==> src/rtl/wb_regfile.sv <==
// Writeback-stage register file: 32x32 storage, two async read ports, commit counter.
// Optional same-cycle write-to-read forwarding is enabled by defining WB_REGFILE_BYPASS_EN.
module wb_regfile #(
    parameter int CNT_W = 16
) (
    input  logic             Clk,
    input  logic             Rst,
    input  logic             Mem2R_WB,
    input  logic             RegW_WB,
    input  logic [31:0]      dmDataOut_WB,
    input  logic [31:0]      aluDataOut_WB,
    input  logic [4:0]       WB_rfWeSel,
    input  logic [4:0]       rs_ID,
    input  logic [4:0]       rt_ID,
    output logic [31:0]      rsData_ID,
    output logic [31:0]      rtData_ID,
    output logic [31:0]      wbData,
    output logic [CNT_W-1:0] wbCount
);

    logic [31:0]      regs [32];
    logic [CNT_W-1:0] count_q;
    logic             commit;

    assign wbData  = Mem2R_WB ? dmDataOut_WB : aluDataOut_WB;
    assign commit  = RegW_WB && (WB_rfWeSel != 5'd0);
    assign wbCount = count_q;

    // Entry 0 is never written, so it stays at its reset value of zero.
    always_ff @(posedge Clk or posedge Rst) begin
        if (Rst) begin
            for (int i = 0; i < 32; i++) begin
                regs[i] <= '0;
            end
            count_q <= '0;
        end else if (commit) begin
            regs[WB_rfWeSel] <= wbData;
            count_q          <= count_q + CNT_W'(1);
        end
    end

    always_comb begin
        rsData_ID = regs[rs_ID];
`ifdef WB_REGFILE_BYPASS_EN
        if (commit && (rs_ID == WB_rfWeSel)) begin
            rsData_ID = wbData;
        end
`endif
        // Reset and index 0 override any forwarded value.
        if (Rst || (rs_ID == 5'd0)) begin
            rsData_ID = '0;
        end
    end

    always_comb begin
        rtData_ID = regs[rt_ID];
`ifdef WB_REGFILE_BYPASS_EN
        if (commit && (rt_ID == WB_rfWeSel)) begin
            rtData_ID = wbData;
        end
`endif
        if (Rst || (rt_ID == 5'd0)) begin
            rtData_ID = '0;
        end
    end

endmodule

==> config.mk <==
export PLATFORM = sky130hd
export DESIGN_NAME = wb_regfile
export DESIGN_NICKNAME = d
export VERILOG_FILES = /design/src/rtl/wb_regfile.sv
export SDC_FILE = /design/constraint.sdc
export NUM_CORES = 2
export LEC_CHECK = 0
export CAP_MARGIN = 20
export CORE_UTILIZATION = 35
export CTS_BUF_LIST = sky130_fd_sc_hd__clkbuf_8
export CTS_CLUSTER_DIAMETER = 40
export CTS_CLUSTER_SIZE = 20
export DETAILED_ROUTE_END_ITERATION = 10
export GPL_TIMING_DRIVEN = 0
export REMOVE_ABC_BUFFERS = 1
export SYNTH_ARGS = -nofsm -noshare
export SYNTH_HDL_FRONTEND = slang
export SYNTH_SLANG_ARGS = --single-unit
==> constraint.sdc <==
create_clock -name Clk -period 71.2 [get_ports Clk]
set_input_delay 14.24 -clock Clk [delete_from_list [all_inputs] [get_ports Clk]]
set_output_delay 14.24 -clock Clk [all_outputs]
set_load 0.02 [all_outputs]
### Word level (Yosys, flattened, before mapping)

Index checks and enable logic that the tools add are counted.

| operators by class | value |
|---|---|
| magnitude comparators | 4 |
| reduce and logical (&&, ||, !) cells | 7 |
| multiplexer cells | 12 |
| bitwise logic cells | 3 |
| $add $sub $neg | 1 |

Operators with widths:

| cell | number |
|---|---|
| bitwise mux 1024 bit | 1 |
| binary-select mux 32 bit (select 5 bit) | 2 |
| 2-to-1 mux 32 bit | 8 |
| demux 32 bit (select 5 bit) | 1 |
| greater-or-equal comparator 6 bit (second input constant) | 3 |
| inverter 5 -> 6 bit | 3 |
| adder 16 x 1 -> 16 bit (second input constant) | 1 |
| logical NOT 5 bit | 2 |
| less-than comparator 6 x 1 -> 1 bit (second input constant) | 1 |
| nonzero test 5 bit | 1 |
| logical AND 1 bit | 2 |
| logical OR 1 bit | 2 |

| word-level totals | value |
|---|---|
| input bits | 83 |
| register bits after elaboration | 1040 |
| logic and storage cells | 60 |

### Longest topological paths before layout

| depth | value |
|---|---|
| word-level depth | 6 |
| depth in mapped cells | 8 |
| depth with buffers taken out | 4 |

### Worst setup path before layout

OpenSTA, ideal clock, no wires.

| timing path | value |
|---|---|
| path type | in2out |
| start point | input rs_ID[0] |
| end point | output rsData_ID[0] |
| data required time | 56960 ps |
| data arrival time | 15708 ps |
| setup slack | 41252 ps |
| stages on the path | 6 |
| path through | buf_2 > buf_6 > buf_2 > mux4_2 > a22oi_1 > nand4_1 |

| between the ends | value |
|---|---|
| word-level cells in the longest chain between the ends | 5 |
| elaborated cells on any way between the ends | 7 |
| those cells by class | mux (4); bitwise (1); reduce/logical (2) |

RTL lines:

| what | RTL line | text |
|---|---|---|
| start: declaration | 13 | `input logic [4:0] rs_ID,` |
| inverter 5 -> 6 bit (not written as such) | 43 | `rsData_ID = regs[rs_ID];` |
| binary-select mux 32 bit (select 5 bit) | 43 |  |
| 2-to-1 mux 32 bit (not written as such) (2 in a row) | 43 |  |
| 2-to-1 mux 32 bit * | 50 | `if (Rst \|\| (rs_ID == 5'd0)) begin` |
| end: declaration | 15 | `output logic [31:0] rsData_ID,` |

Mark *: on every way between the ends. The rest lies on a longest branch, timed or not. The select of a mux whose other input is x is not followed.

### Worst setup path after layout

| timing path | value |
|---|---|
| start point | input rs_ID[2] |
| end point | output rsData_ID[4] |

Same word-level chain as after synthesis.

==> run_results.csv <==
group,metric,value,unit
drt,num_vias,42275,
synth,netlist_instances,5284,
drt,routed_wl,184000,µm
drt,drtIter0Drc,4385,
layout,fill_cells,14636,
synth,synth-xor-area-share,0.00245,
grt,grt_max_degree,129,
cts,postCtsSetupRepairBufs,0,
worst_setup_path,cp_max_fo,86,
synth,yosys.area_share.simple,0.109,
cts,cts_tree,"built",
cts,postCtsHoldBufs,0,
drt,route.detailed.drc,0,
worst_setup_path,crit_end,"rsData_ID[4]",
cts,cts.sinks,1040,
worst_setup_path,start_kind,"input port",
floorplanning,num_rows,143,
worst_setup_path,critPathKind,"in2out",
synth,ys_seq_elements,1040,
worst_hold_path,min_path_type,"reg2reg",
cts,clk-insertion-delay-late,0.89,ns
synth,synth_top_family_by_area,"multiplexers",
drt,firstDrtPassIters,6,
worst_setup_path,reg2reg_depth,4,
grt,grt_overflow,0,
timing,tightest_slew,1.12,ns
worst_setup_path,timing.rr.start,"wbCount[0]",
worst_setup_path,crit_chain,"buf_8, buf_16, buf_16, nor2_4, buf_12, buf_16, nor3b_2, buf_8, buf_6, a22oi_1, nand4_1, clkdlybuf4s50_1",
grt,grt_pass1_wl,274000,µm
placed_design,io_buffers,194,
run_status,outcome,"completed",
run,drv_cap,0,
power_and_ir_drop,powerDensity,27.3,nW/µm²
grt,track_usage,0.236,
power_and_ir_drop,p_leak,27.3,nW
drt,via_per_inst,5.74,
timing,max_freq,30.6,MHz
placed_design,dp_hpwl,117000,µm
cts,cts_resized,0,
floorplanning,die_h,393,µm
power_and_ir_drop,pwr-share-clk,0.316,
power_and_ir_drop,power.switching,0.548,mW
layout,nets,5295,
grt,antenna_found_initial,6,
cts,htreeDepth,4,
synth,synth_top_area_share,0.485,
floorplanning,ios,195,
power_and_ir_drop,seq_power_share,0.473,
layout,final_common_cell,"dfrtp_1",
placed_design,gp_congestion,0.787,
synth,synth_area_leaders,"dfrtp_1 (49%), mux2i_1 (12%), mux4_2 (9.1%), o21ai_0 (5.6%), nand2_1 (5.0%)",
layout,multi_input_area,25800,µm²
drt,wire_per_inst,25.0,µm
worst_setup_path,endpoint_kind,"output pin",
synth,synthAdderAreaFrac,0.000233,
synth,seq_area_frac_synth,0.485,
synth,synth_area_leader_cell,"dfrtp_1",
synth,synth_warnings,0,
layout,final_cell_area,62700,µm²
cts,path_clk_slew,0.07,ns
synth,synth.mux.area_fraction,0.208,
floorplanning,start_util,0.353,
cts,clock-root-buffer,"clkbuf_8",
synth,async_flop_share,1.00,
power_and_ir_drop,p_sw_frac,0.321,
synth,synth_ff_type,"dfrtp_1",
floorplanning,core,152000,µm²
placed_design,dpl_cell_area,59400,µm²
floorplanning,die_area,155000,µm²
worst_setup_path,arrival,18.48,ns
timing,hold_viol_final,0,
worst_setup_path,cp_slowest_cell,"clkdlybuf4s50_1",
timing,setup-tns-final,0,ns
cts,cts_buffers,149,
layout,final_layout_size_suffix_gt1_frac,0.134,
timing,rsz0062_at_grt,"false",
worst_setup_path,critPathLaunch,"rs_ID[2]",
timing,slew_headroom,0.251,
synth,avgSynthCellArea,10.1,µm²
synth,synth_area,53600,µm²
cts,cts_buffer_depth,3,
layout,regArea,26000,µm²
worst_setup_path,r2r_end,"wbCount[11]",
layout,final_cell_mix,"dfrtp_1 (1040), nand2_1 (700), o21ai_0 (597)",
power_and_ir_drop,p_comb_frac,0.212,
drt,drtAntennaViolNets,0,
synth,synth_compound_area_frac,0.147,
timing,fin_crit,32.72,ns
worst_setup_path,slowest_delay,0.67,ns
synth,yosysUniqueCellTypes,54,
grt,grt_pass1_vias,41486,
timing,final_max_slew_viol_count,0,
worst_setup_path,cp.required,56.96,ns
timing,setup_viol_count_final,0,
worst_setup_path,cpMostUsedCell,"buf_16",
layout,area_growth,16.9,%
worst_setup_path,r2r_setup_slack,69.42,ns
floorplanning,die_w,393,µm
power_and_ir_drop,vdd_drop_max,15.7,µV
timing,fin_skew,0.00829,ns
timing,hold_ws,0.396,ns
timing,period_share,0.460,
synth,synth_edf_count,0,
power_and_ir_drop,p_int,1.16,mW
==> metal layers <==
metal	vias up	global-route usage	wire length (µm)
li1	18764	-	-
met1	21414	0.329	80600
met2	1726	0.360	82400
met3	367	0.0498	14800
met4	4	0.0836	6010
met5	-	0	26
==> registers in the layout, summed over array words and instances (netlist names) <==
register and cells:
regs 1024, wbCount 16
==> stage by stage <==
stage                      util  setup slack, ns  total power, mW  cells
after global routing      0.412            38.43             1.80   7362
after global placement    0.366             8.96             1.19   6955
after detailed placement  0.390            38.51             1.18   7089
after floorplan               -            27.69             1.04   4731
final                     0.412            38.48             1.71   7364
after CTS                 0.412            38.49             1.72   7359
==> worst min-delay path by stage <==
stage	startpoint	endpoint	slack [ns]	cells after the start
2_1_floorplan	regs[1000]	regs[1000]	0.37	0
3_3_place_gp	regs[1008]	regs[1008]	0.38	0
3_5_place_dp	regs[1013]	regs[1013]	0.38	0
4_1_cts	regs[1013]	regs[1013]	0.40	0
5_1_grt	regs[1008]	regs[1008]	0.41	0
6_report	regs[996]	regs[996]	0.40	0
==> Yosys cell counts, drive strengths merged (2+ instances only) <==
library cell     n
a21oi          466
a22oi          300
a32oi           18
and2             7
and3             3
buf            213
clkbuf         340
dfrtp         1040
inv             36
mux2i          625
mux4           216
nand2          708
nand2b           3
nand3          155
nand3b          10
nand4           69
nor2           410
nor2b            8
nor3             7
nor3b            8
o21ai          608
or3b             2
xnor2            7
xor2             8
==> cell families after synthesis <==
kind of cell	Yosys count
buffers and inverters	589
multiplexers	842
flip-flops	1040
XOR/XNOR	15
AND/OR/NAND/NOR	1396
adder cells (fa/ha/maj)	1
AO/OA/AOI/OAI	1401
==> power groups by stage <==
| stage | Combinational (mW) | Sequential [mW] | Clock [mW] |
|---|---|---|---|
| finish | 0.362 | 0.808 | 0.540 |
| floorplan | 0.242 | 0.796 | 0 |
| global placement | 0.376 | 0.812 | 0 |
| global route | 0.402 | 0.824 | 0.574 |
| detailed placement | 0.361 | 0.815 | 0 |
| CTS | 0.362 | 0.805 | 0.549 |
==> worst max-delay path, delay by kind of cell <==
kind / cells / cell delay [ns]
buffers and inverters: 8 / 2.90
AND/OR/NAND/NOR: 3 / 1.00
AO/OA/AOI/OAI: 1 / 0.09
==> cell type report <==
cell class	count	share of cell area
Multi-Input combinational cell	3655	0.411
Sequential cell	1040	0.415
Clock inverter	110	0.0181
Clock buffer	160	0.0351
Inverter	36	0.00227
Tap cell	2030	0.0405
Timing Repair Buffer	329	0.0777
Antenna cell	4	0.000160
No activity file was read; power rests on OpenSTA's default activity.
